==> src/rtl/bg_frame_fetcher.sv <==
// Background frame prefetcher: walks the frame buffer in raster order and issues
// Avalon-MM reads only while the downstream pixel FIFO is guaranteed to have room.
module bg_frame_fetcher #(
   parameter int H_PIX      = 640,
   parameter int V_PIX      = 480,
   parameter int ADDR_W     = 32,
   parameter int DATA_W     = 16,
   parameter int FIFO_DEPTH = 64,
   parameter int CNT_W      = 7
) (
   input  logic              clk,
   input  logic              rst_n,
   input  logic              enable,
   input  logic [ADDR_W-1:0] frame_base,
   output logic [ADDR_W-1:0] avm_address,
   output logic              avm_read,
   input  logic              avm_waitrequest,
   input  logic [DATA_W-1:0] avm_readdata,
   input  logic              avm_readdatavalid,
   output logic              fifo_wrreq,
   output logic [DATA_W-1:0] fifo_data,
   input  logic [CNT_W-1:0]  fifo_usedw,
   output logic              frame_done,
   output logic              busy
);
   localparam int XW = (H_PIX > 1) ? $clog2(H_PIX) : 1;
   localparam int YW = (V_PIX > 1) ? $clog2(V_PIX) : 1;
   localparam logic [ADDR_W-1:0] PIX_BYTES = ADDR_W'(DATA_W / 8);
   localparam logic [XW-1:0]     X_LAST    = XW'(H_PIX - 1);
   localparam logic [YW-1:0]     Y_LAST    = YW'(V_PIX - 1);
   localparam logic [CNT_W:0]    DEPTH     = (CNT_W + 1)'(FIFO_DEPTH);

   typedef enum logic [1:0] {IDLE, FETCH, WAIT_DONE} state_t;

   state_t           state;
   logic [XW-1:0]    x;
   logic [YW-1:0]    y;
   logic [CNT_W-1:0] outstanding;
   logic [CNT_W-1:0] outstanding_nxt;
   logic [CNT_W:0]   credit_sum;
   logic             accept;
   logic             credit;
   logic             last_pix;

   assign fifo_wrreq = avm_readdatavalid;
   assign fifo_data  = avm_readdata;
   assign accept     = avm_read && !avm_waitrequest;
   assign last_pix   = (x == X_LAST) && (y == Y_LAST);

   // avm_read is registered, so the decision covers the next cycle: a read being
   // accepted now is not yet in outstanding and must be counted against the FIFO.
   assign credit_sum = {1'b0, fifo_usedw} + {1'b0, outstanding} + {{CNT_W{1'b0}}, accept};
   assign credit     = credit_sum < DEPTH;

   always_comb begin
      outstanding_nxt = outstanding;
      if (accept && !avm_readdatavalid)
         outstanding_nxt = outstanding + CNT_W'(1);
      else if (!accept && avm_readdatavalid && outstanding != '0)
         outstanding_nxt = outstanding - CNT_W'(1);
   end

   always_ff @(posedge clk or negedge rst_n) begin
      if (!rst_n) begin
         state       <= IDLE;
         avm_read    <= 1'b0;
         avm_address <= '0;
         x           <= '0;
         y           <= '0;
         outstanding <= '0;
         frame_done  <= 1'b0;
         busy        <= 1'b0;
      end else begin
         outstanding <= outstanding_nxt;
         case (state)
            IDLE: begin
               if (enable) begin
                  state       <= FETCH;
                  busy        <= 1'b1;
                  avm_address <= frame_base;
                  x           <= '0;
                  y           <= '0;
                  avm_read    <= credit;
               end
            end
            FETCH: begin
               if (accept) begin
                  avm_address <= avm_address + PIX_BYTES;
                  if (x == X_LAST) begin
                     x <= '0;
                     y <= y + YW'(1);
                  end else begin
                     x <= x + XW'(1);
                  end
                  if (last_pix) begin
                     avm_read <= 1'b0;
                     state    <= WAIT_DONE;
                  end else begin
                     avm_read <= credit;
                  end
               end else if (!avm_read) begin
                  avm_read <= credit;
               end
            end
            // frame_done is raised on the edge that retires the last response, and
            // enable is sampled during the pulse to decide on a back-to-back frame.
            WAIT_DONE: begin
               if (frame_done) begin
                  frame_done <= 1'b0;
                  if (enable) begin
                     state       <= FETCH;
                     avm_address <= frame_base;
                     x           <= '0;
                     y           <= '0;
                     avm_read    <= credit;
                  end else begin
                     state <= IDLE;
                     busy  <= 1'b0;
                  end
               end else if (outstanding_nxt == '0) begin
                  frame_done <= 1'b1;
               end
            end
            default: state <= IDLE;
         endcase
      end
   end
endmodule

==> config.mk <==
export PLATFORM = sky130hd
export DESIGN_NAME = bg_frame_fetcher
export DESIGN_NICKNAME = d
export VERILOG_FILES = /design/src/rtl/bg_frame_fetcher.sv
export SDC_FILE = /design/constraint.sdc
export NUM_CORES = 1
export LEC_CHECK = 0
export CAP_MARGIN = 40
export CELL_PAD_IN_SITES_DETAIL_PLACEMENT = 1
export CELL_PAD_IN_SITES_GLOBAL_PLACEMENT = 1
export CORE_MARGIN = 10
export CORE_UTILIZATION = 38
export DETAILED_ROUTE_END_ITERATION = 8
export GPL_TIMING_DRIVEN = 0
export HOLD_SLACK_MARGIN = 0.06
export PLACE_DENSITY_LB_ADDON = 0.25
export SETUP_SLACK_MARGIN = 0.05
export SLEW_MARGIN = 20
export SYNTH_ARGS = -nofsm -noshare
export SYNTH_HDL_FRONTEND = slang
export SYNTH_SLANG_ARGS = --single-unit
==> constraint.sdc <==
create_clock -name clk -period 5.2 [get_ports clk]
set_input_delay 1.04 -clock clk [delete_from_list [all_inputs] [get_ports clk]]
set_output_delay 1.04 -clock clk [all_outputs]
set_load 0.03 [all_outputs]
==> out/qor.csv <==
metric,value,unit
Total GRT Usage,18.0,%
Mapped Nets,525,
clk slew on worst S/H paths,60,ps
synthesized flop and latch total,63,
CP startpoint kind,primary input,
Detailed Route WL,13200,um
post-CTS sizing,0,
Avg WL per Cell,18.9,um
Post-CTS Setup Inserts,0,
share of the synthesized area in the top cell type,39.8,%
via count,3884,
Worst-Margin Slew,661,ps
core area,0.0102,mm2
Hold Crit Class,flip-flop to flip-flop,
CP Max Fanout,10,
die area,0.0149,mm2
# setup viols final,0,
CP Class,primary input to flip-flop,
DRC violations left,0,
Placer Congestion,0.858,
final hold slack,507,ps
# hold bufs at CTS,0,
vias per cell,5.56,
Mapped Cells,452,
proportion of layout cells with a drive suffix above 1,8.90,%
number of synthesized flops with an enable pin,0,
Die Wd,122,um
Simple-Gate Fraction of Synth Area,24.8,%
Post-Synth XOR/XNOR Area,5.30,%
Final TNS setup,0,ps
WP data required,5420,ps
multi-input logic area,0.00214,mm2
Leakage,0.00221,uW
status,completed,
root buffer cell,clkbuf_8,
first-pass GRT wire length,21500,um
Syn-to-layout area delta,32.9,%
Clock Skew,11.2,ps
Final Critical Period,3350,ps
final worst path period share,64.4,%
initial antenna violation count,0,
FF+latch area,0.00158,mm2
Critical Path AT,3560,ps
unrepaired setup endpoints after global routing,false,
Post-synth ARST share,100,%
final max-slew violation count,0,
Worst slew margin,55.8,%
CTS Sinks,63,
Synth Area in Compound Gates,18.3,%
Max VDD drop,0.000217,V
TritonCTS clock tree,yes,
Crit. End Element,flip-flop,
HPWL Detailed,10200,um
main combinational cell family by area after synthesis,simple AND/OR/NAND/NOR gates,
I/O pins,112,
ANT cells,0,
later-pin clock latency in the skew report,360,ps
mux share of post-synthesis cell area,1.55,%
"Primary FF master, synth",dfrtp_1,
Mapped Area,0.00396,mm2
fin nets,631,
DRT antenna net count,0,
Adder-Cell Fraction of Synth Area,4.10,%
Avg Synthesized Cell Area,8.77,um2
Tot Pwr,2320,uW
FP Rows,37,
Starting Density,38.7,%
initial drt markers,276,
fill count,1217,
max-cap viol count,0,
post-synthesis sequential area ratio,39.8,%
top cell type by total area after synthesis,dfrtp_1,
port bufs,94,
top area cells in the synthesized netlist,"dfrtp_1 (40%), nand2_1 (5.1%), o21ai_0 (5.1%), ha_1 (4.1%), nor2_1 (3.4%)",
H-tree lvl count,3,
clock buffer depth,2,
grt ovf,0,
die height,122,um
total CTS buffers,9,
"Hold Vio Cnt, Final",0,
yosys warns,0,
pin count of the biggest net entering global routing,34,
Cell Pwr Density,441,mW/mm2
synth unique cells,59,
Pre-antenna DRT Iters,4,
Max Clock Freq,299,MHz
vias in the first global route,4109,
[through the flow]
| stage | cell area (um2) | util [%] | setup WS, ps | instances |
|---|---|---|---|---|
| after detailed placement | 5090 | 49.8 | 1490 | 683 |
| after global routing | 5270 | 51.5 | 1550 | 698 |
| after floorplan | 3960 | - | 2550 | 452 |
| after global placement | 5070 | 49.6 | 859 | 682 |
| after CTS | 5270 | 51.5 | 1850 | 698 |
| final | 5270 | 51.5 | 1850 | 698 |
[flip-flops by register name, summed over array words and instances (netlist names)]
register,flops
avm_read,1
busy,1
y,9
x,10
outstanding,7
frame_done,1
state,2
avm_address,32
[report_power, final]
part	switching [uW]	leakage (uW)	total (uW)	internal [uW]
clock network	194	0.0000898	404	211
logic	641	0.00138	1100	458
registers	201	0.000743	820	619
[cell families after synthesis]
| family | count (synthesis) |
|---|---|
| buf+inv | 46 |
| compound gates | 114 |
| flops | 63 |
| mux | 6 |
| xor+xnor | 24 |
| simple gates | 186 |
| fa+ha+maj | 13 |
[cell type report]
| cell class | instances | share of cell area (%) |
|---|---|---|
| multi-input combinational | 343 | 40.7 |
| sequential | 63 | 29.9 |
| timing repair buffer | 95 | 18.2 |
| tap | 136 | 3.23 |
| inverter | 7 | 0.499 |
| clock buffer | 15 | 3.35 |
| buffer | 39 | 4.11 |
[worst paths after layout]
check	startpoint	end	slack, ps	cells after the start
max	avm_waitrequest	y[8]$_DFFE_PN0P_	1850	10
min	avm_address[0]$_DFFE_PN0P_	avm_address[0]$_DFFE_PN0P_	510	2
max reg2reg	state[0]$_DFFE_PN0P_	y[8]$_DFFE_PN0P_	2520	10
min reg2reg	avm_address[0]$_DFFE_PN0P_	avm_address[0]$_DFFE_PN0P_	510	2
max in group asynchronous	rst_n	y[5]$_DFFE_PN0P_	4030	2
min in group asynchronous	rst_n	avm_address[12]$_DFFE_PN0P_	630	1
[cells in the mapped netlist, drive strengths merged, types with 2 or more instances]
master and count:
nor2b 7, o22ai 2, xor2 14, a22oi 17, nand4b 2, dfrtp 63
mux2i 5, nand3 20, buf 23, xnor2 10, o311ai 3, and3 8
a41oi 2, inv 7, nor3b 3, a21oi 23, nand4 10, o21a 2
clkbuf 16, nor2 36, ha 13, a31o 3, nor3 13, a21o 2
a31oi 2, nand2b 6, or4 5, nor4 5, or2 4, o31ai 2
o211ai 3, or3 3, o41a 2, o21ai 42, and4 4, a221o 2
nand2 54, nor4bb 2
[worst max-delay path, stage by stage]
cell and delay, ps:
clkdlybuf4s50_1 530, nor4bb_1 290, buf_2 290, a21oi_1 130, clkbuf_1 260, a21oi_1 240, clkbuf_1 400, nand3_1 160
xor2_1 160, nor2_1 60
[routing by layer]
layer	vias to the layer above	GRT usage, %	share of wire, %
met3	15	4.63	6.1
met1	1923	22.1	43
met5	-	0	0
met2	103	30.3	49
li1	1843	-	-
met4	0	5.23	1.3
[layout by cell type, fill, tap and decap left out, types with 4 or more instances in the layout]
master           instances
a21oi_1                 23
a22oi_1                 17
and3_1                   7
and4_1                   4
buf_2                    5
buf_4                   18
clkbuf_1                19
clkbuf_8                12
clkdlybuf4s50_1         93
dfrtp_1                 63
ha_1                    13
inv_1                    7
mux2i_1                  5
nand2_1                 54
nand2b_1                 6
nand3_1                 19
nand4_1                 10
nor2_1                  36
nor2b_1                  7
nor3_1                  13
o21ai_0                 40
xnor2_1                 10
xor2_1                  14
(Power assumes the default switching activity.)
